==> config.mk <==
export PLATFORM = sky130hd
export DESIGN_NAME = pcm_fifo_player
export DESIGN_NICKNAME = d
export VERILOG_FILES = /design/src/rtl/pcm_audio_pkg.sv /design/src/rtl/pcm_pwm_dac.sv /design/src/rtl/pcm_fifo_player.sv
export SDC_FILE = /design/constraint.sdc
export NUM_CORES = 1
export LEC_CHECK = 0
export ABC_AREA = 1
export CELL_PAD_IN_SITES_DETAIL_PLACEMENT = 0
export CELL_PAD_IN_SITES_GLOBAL_PLACEMENT = 1
export CORE_ASPECT_RATIO = 0.75
export CORE_MARGIN = 1
export CORE_UTILIZATION = 45
export DETAILED_ROUTE_END_ITERATION = 10
export PLACE_DENSITY = 0.95
export SLEW_MARGIN = 30
export SYNTH_ARGS = -nofsm -noshare
export SYNTH_HDL_FRONTEND = slang
export SYNTH_SLANG_ARGS = --single-unit
==> constraint.sdc <==
create_clock -name clock -period 2.6 [get_ports clock]
set_input_delay 0.52 -clock clock [delete_from_list [all_inputs] [get_ports clock]]
set_output_delay 0.52 -clock clock [all_outputs]
set_load 0.05 [all_outputs]
==> src/rtl/pcm_audio_pkg.sv <==
// Shared definitions for the FIFO-fed PWM audio player.
package pcm_audio_pkg;

  localparam int unsigned DBITS_DEFAULT           = 8;
  localparam int unsigned CLKS_PER_SAMPLE_DEFAULT = 3125;
  localparam int unsigned RD_LAT_DEFAULT          = 2;

  // Half-scale code for the default width; used as the silence level
  localparam logic [DBITS_DEFAULT-1:0] MIDSCALE = DBITS_DEFAULT'(1) << (DBITS_DEFAULT - 1);

  typedef enum logic [1:0] {
    ST_IDLE = 2'd0,
    ST_READ = 2'd1,
    ST_WAIT = 2'd2
  } pcm_state_e;

endpackage

==> src/rtl/pcm_pwm_dac.sv <==
// PWM DAC: free-running counter, sample reload only at period wrap, registered compare.
module pcm_pwm_dac
  import pcm_audio_pkg::*;
#(
  parameter int unsigned DBITS = DBITS_DEFAULT
) (
  input  logic             clock,
  input  logic             reset,
  input  logic             enable,
  input  logic [DBITS-1:0] pending,
  output logic [DBITS-1:0] sample,
  output logic             pwm_out
);

  localparam logic [DBITS-1:0] MID = DBITS'(1) << (DBITS - 1);

  logic [DBITS-1:0] pwm_cnt;

  // Counter advances only while enabled; new sample latched as the counter wraps to 0
  always_ff @(posedge clock or negedge reset) begin
    if (!reset) begin
      pwm_cnt <= '0;
      sample  <= MID;
      pwm_out <= 1'b0;
    end else begin
      pwm_out <= enable && (pwm_cnt < sample);
      if (enable) begin
        pwm_cnt <= pwm_cnt + DBITS'(1);
        if (pwm_cnt == '1) begin
          sample <= pending;
        end
      end
    end
  end

endmodule

==> src/rtl/pcm_fifo_player.sv <==
// Pulls one sample per audio period from a FIFO and plays it through a PWM DAC.
module pcm_fifo_player
  import pcm_audio_pkg::*;
#(
  parameter int unsigned DBITS           = DBITS_DEFAULT,
  parameter int unsigned CLKS_PER_SAMPLE = CLKS_PER_SAMPLE_DEFAULT,
  parameter int unsigned RD_LAT          = RD_LAT_DEFAULT
) (
  input  logic             clock,
  input  logic             reset,
  input  logic             enable,
  input  logic             fifo_empty,
  input  logic [DBITS-1:0] fifo_dout,
  output logic             fifo_rd,
  output logic             pwm_out,
  output logic [DBITS-1:0] sample,
  output logic             underrun,
  output logic [7:0]       underrun_cnt,
  output logic             busy
);

  localparam int unsigned DIV_W = $clog2(CLKS_PER_SAMPLE);
  localparam int unsigned LAT_W = $clog2(RD_LAT + 1);
  localparam logic [DBITS-1:0] MID = DBITS'(1) << (DBITS - 1);

  // A sample period must cover one PWM period and a full read, so ticks only land in IDLE
  if ((CLKS_PER_SAMPLE < 2**DBITS) || (CLKS_PER_SAMPLE < RD_LAT + 3) || (RD_LAT < 1)) begin : g_bad_params
    $error("pcm_fifo_player: illegal CLKS_PER_SAMPLE/RD_LAT/DBITS combination");
  end

  pcm_state_e       state, state_nxt;
  logic [DIV_W-1:0] div;
  logic [LAT_W-1:0] lat;
  logic [DBITS-1:0] pending;
  logic             tick_c;
  logic             load_c;
  logic             underrun_c;

  assign tick_c = enable && (div == DIV_W'(CLKS_PER_SAMPLE - 1));

  // Sample-rate divider, parked at 0 while disabled
  always_ff @(posedge clock or negedge reset) begin
    if (!reset) begin
      div <= '0;
    end else if (!enable || tick_c) begin
      div <= '0;
    end else begin
      div <= div + DIV_W'(1);
    end
  end

  // FSM state register
  always_ff @(posedge clock or negedge reset) begin
    if (!reset) begin
      state <= ST_IDLE;
    end else begin
      state <= state_nxt;
    end
  end

  // Next state: a tick either starts a read or reports an underrun; disable aborts anything in flight
  always_comb begin
    state_nxt  = state;
    load_c     = 1'b0;
    underrun_c = 1'b0;
    if (!enable) begin
      state_nxt = ST_IDLE;
    end else begin
      case (state)
        ST_IDLE: begin
          if (tick_c) begin
            if (fifo_empty) begin
              underrun_c = 1'b1;
            end else begin
              state_nxt = ST_READ;
            end
          end
        end
        ST_READ: state_nxt = ST_WAIT;
        ST_WAIT: begin
          if (lat == LAT_W'(RD_LAT - 1)) begin
            load_c    = 1'b1;
            state_nxt = ST_IDLE;
          end
        end
        default: state_nxt = ST_IDLE;
      endcase
    end
  end

  // Clocks spent in WAIT since the read strobe
  always_ff @(posedge clock or negedge reset) begin
    if (!reset) begin
      lat <= '0;
    end else if (state == ST_WAIT) begin
      lat <= lat + LAT_W'(1);
    end else begin
      lat <= '0;
    end
  end

  // Registered strobes, status, underrun accounting and the next sample to play
  always_ff @(posedge clock or negedge reset) begin
    if (!reset) begin
      fifo_rd      <= 1'b0;
      busy         <= 1'b0;
      underrun     <= 1'b0;
      underrun_cnt <= 8'd0;
      pending      <= MID;
    end else begin
      fifo_rd  <= (state_nxt == ST_READ);
      busy     <= (state_nxt != ST_IDLE);
      underrun <= underrun_c;
      if (underrun_c && (underrun_cnt != 8'hFF)) begin
        underrun_cnt <= underrun_cnt + 8'd1;
      end
      if (underrun_c) begin
        pending <= MID;
      end else if (load_c) begin
        pending <= fifo_dout;
      end
    end
  end

  pcm_pwm_dac #(
    .DBITS (DBITS)
  ) u_dac (
    .clock   (clock),
    .reset   (reset),
    .enable  (enable),
    .pending (pending),
    .sample  (sample),
    .pwm_out (pwm_out)
  );

endmodule
==> flow_summary.yaml <==
clocking:
  cts_resized: 0
  cts_root_buf: "clkbuf_8"
  clock_latency_ps: 300
  clock_sinks: 52
  clk_path_buf_depth: 2
  cts_tree: "yes"
  cts_max_level: 2
  cts_buffers: 5
  postCtsHoldBufs: 0
  clk_pin_slew_ps: 100
  post-cts-setup-buffers: 0
global_routing:
  antenna_found_initial: 0
  first_global_vias: 1973
  grt_first_pass_wirelength_mm: 9.00
  grt_usage_pct: 17.9
  grt_max_degree: 21
  grt_remaining_overflow: 0
critical_path:
  cpPeakStageDelay_ps: 800
  worstReg2RegStart: "div[0]"
  arrival_ps: 1660
  cp.required_ps: 2080
  worstSetupPathType: "reg -> out"
  critical-path-top-delay-family: "buffers and inverters"
  reg2reg_to: "underrun_cnt[4]"
  crit_fanout: 3
  path_cells: "clkdlybuf4s50_1"
  cpMaxStageDelayCell: "clkdlybuf4s50_1"
  crit_buf_inv: 1
  start_kind: "register"
  ff2ff_path_depth: 9
  r2r_slack_ps: 1020
  cp-end-kind: "primary output"
detailed_routing:
  wl_mm: 5.09
  avgViaCountPerCell: 4.78
  drtIter0Drc: 64
  dr.pass1.iters: 4
  ant_nets: 0
  drc_errors: 0
  wl_per_cell_um: 11.8
  num_vias: 2059
timing:
  rsz0062_at_grt: "false"
  tightest_slew_ps: 510
  worst_slack_ps: 420
  maxSlewHeadroom_pct: 65.9
  period_minus_slack_ps: 2180
  skew_ps: 6.34
  report.final.slew_viol_count: 0
  finalCritPeriodShare_pct: 83.8
  hold_ws_ps: 149
  hold_viol: 0
  fmax_mhz: 459
  fin_tns_setup_ps: 0
  finalSetupViolCount: 0
die:
  die_area_sq_um: 6370
  dieWidth_um: 91.8
  start_util_pct: 46.7
  row_count: 24
  pin_count: 32
  core_sq_um: 5830
  die_h_um: 69.4
placement:
  place_area_sq_um: 3120
  dpl.cell_count: 423
  dp_slack_ps: 545
  gp_congestion: 0.814
  numPortBuffers: 31
  dpl.hpwl_mm: 3.82
synthesis:
  ys_warn_count: 0
  synth_seq_cells: 52
  ys_seq_area_share_pct: 47.9
  syn_area_sq_um: 2720
  ys_types: 29
  synth_flop_cell: "dfrtp_1"
  postSynthCellCount: 314
  synthArstFlopShare_pct: 100
  synth_edf_count: 0
  syn_avg_cell_area_sq_um: 8.67
  synth_fp_nets: 338
cells_and_area:
  diodes: 0
  area_delta_synth_final_pct: 20.4
  fill_cells: 538
  final_cells: 431
  fin_nets: 376
  final_cell_mix: "nand2_1, inv_1, dfrtp_1, clkdlybuf4s50_1, nor2_1"
  fin_util_pct: 56.3
  drive_gt1_share_pct: 13.0
  final_common_cell: "nand2_1"
  fin_area_sq_um: 3280
power_and_ir_drop:
  power_density_nw_per_um2: 629
  vdd_drop_max_mv: 0.349
  leakage_nw: 1.62
  p_total_mw: 2.06
flow_run:
  maxCapViolations: 0
status:
  run_status: "finished, final reports clean"
min_path:
  hp-class: "in -> async"
-- sequential cells by signal, summed over array words and instances (netlist names) --
name	count
div	12
pending	8
u_dac.pwm_cnt	8
u_dac.sample	8
underrun_cnt	8
lat	2
state	2
busy	1
fifo_rd	1
u_dac.pwm_out	1
underrun	1
-- worst max-delay path by stage --
stage / from / to / slack [ps] / cells past startpoint
after floorplan: underrun_cnt[0] / underrun_cnt[6] / 910 / 7
after global placement: enable / u_dac.sample[1] / 590 / 6
after detailed placement: enable / u_dac.sample[1] / 550 / 6
after CTS: u_dac.sample[7] / sample[7] / 400 / 1
after global routing: u_dac.sample[7] / sample[7] / 380 / 1
final: u_dac.sample[7] / sample[7] / 420 / 1
-- routing by layer --
layer | vias to the layer above | routed length, um | global-route usage (%)
met4 | 0 | 35 | 4.17
met2 | 39 | 2320 | 28.7
li1 | 1054 | - | -
met3 | 4 | 215 | 3.40
met1 | 962 | 2520 | 25.3
met5 | - | 0 | 0
-- synth_stat cells, types with 2 or more instances --
master   number  area, sq um
o21ai_2       8         70.1
nand4_2       2         25.0
nand3_1      17         85.1
inv_1        52          195
nand2_1      75          282
nor2_2        4         25.0
buf_6         2         22.5
xor2_1       11         96.3
a21oi_1       6         30.0
nor2_1       26         97.6
xnor2_1       5         43.8
nand2_2       4         25.0
o21ai_0      13         65.1
inv_2         2         7.51
nor3_2        2         20.0
ha_1         12          150
nor3_1        5         25.0
nand3_2       5         50.1
dfrtp_1      50         1250
nor2_4        3         33.8
dfstp_2       2         52.6
-- cell type report --
class / instances / area [sq um] / area share (%)
Inverter: 54 / 203 / 6.19
Sequential cell: 52 / 1300 / 39.8
Timing Repair Buffer: 34 / 328 / 10.0
Clock inverter: 3 / 90.1 / 2.75
Multi-Input combinational cell: 205 / 1190 / 36.2
Clock buffer: 5 / 68.8 / 2.10
Tap cell: 78 / 97.6 / 2.98
-- where the power goes --
| group | internal (mW) | switching [mW] |
|---|---|---|
| Clock | 0.481 | 0.267 |
| Combinational | 0.151 | 0.209 |
| Sequential | 0.878 | 0.0738 |
| Total | 1.51 | 0.549 |
-- logic make-up (layout without fill, tap and decap cells) --
group,after synthesis,count (layout),share of synthesized area (%)
AND/OR/NAND/NOR,148,148,26.3
XOR/XNOR,16,16,5.15
flip-flops,52,52,47.9
buffers and inverters,57,96,8.55
AO/OA/AOI/OAI,29,29,6.57
adder cells (fa/ha/maj),12,12,5.51
No activity file was read; power rests on OpenSTA's default activity.
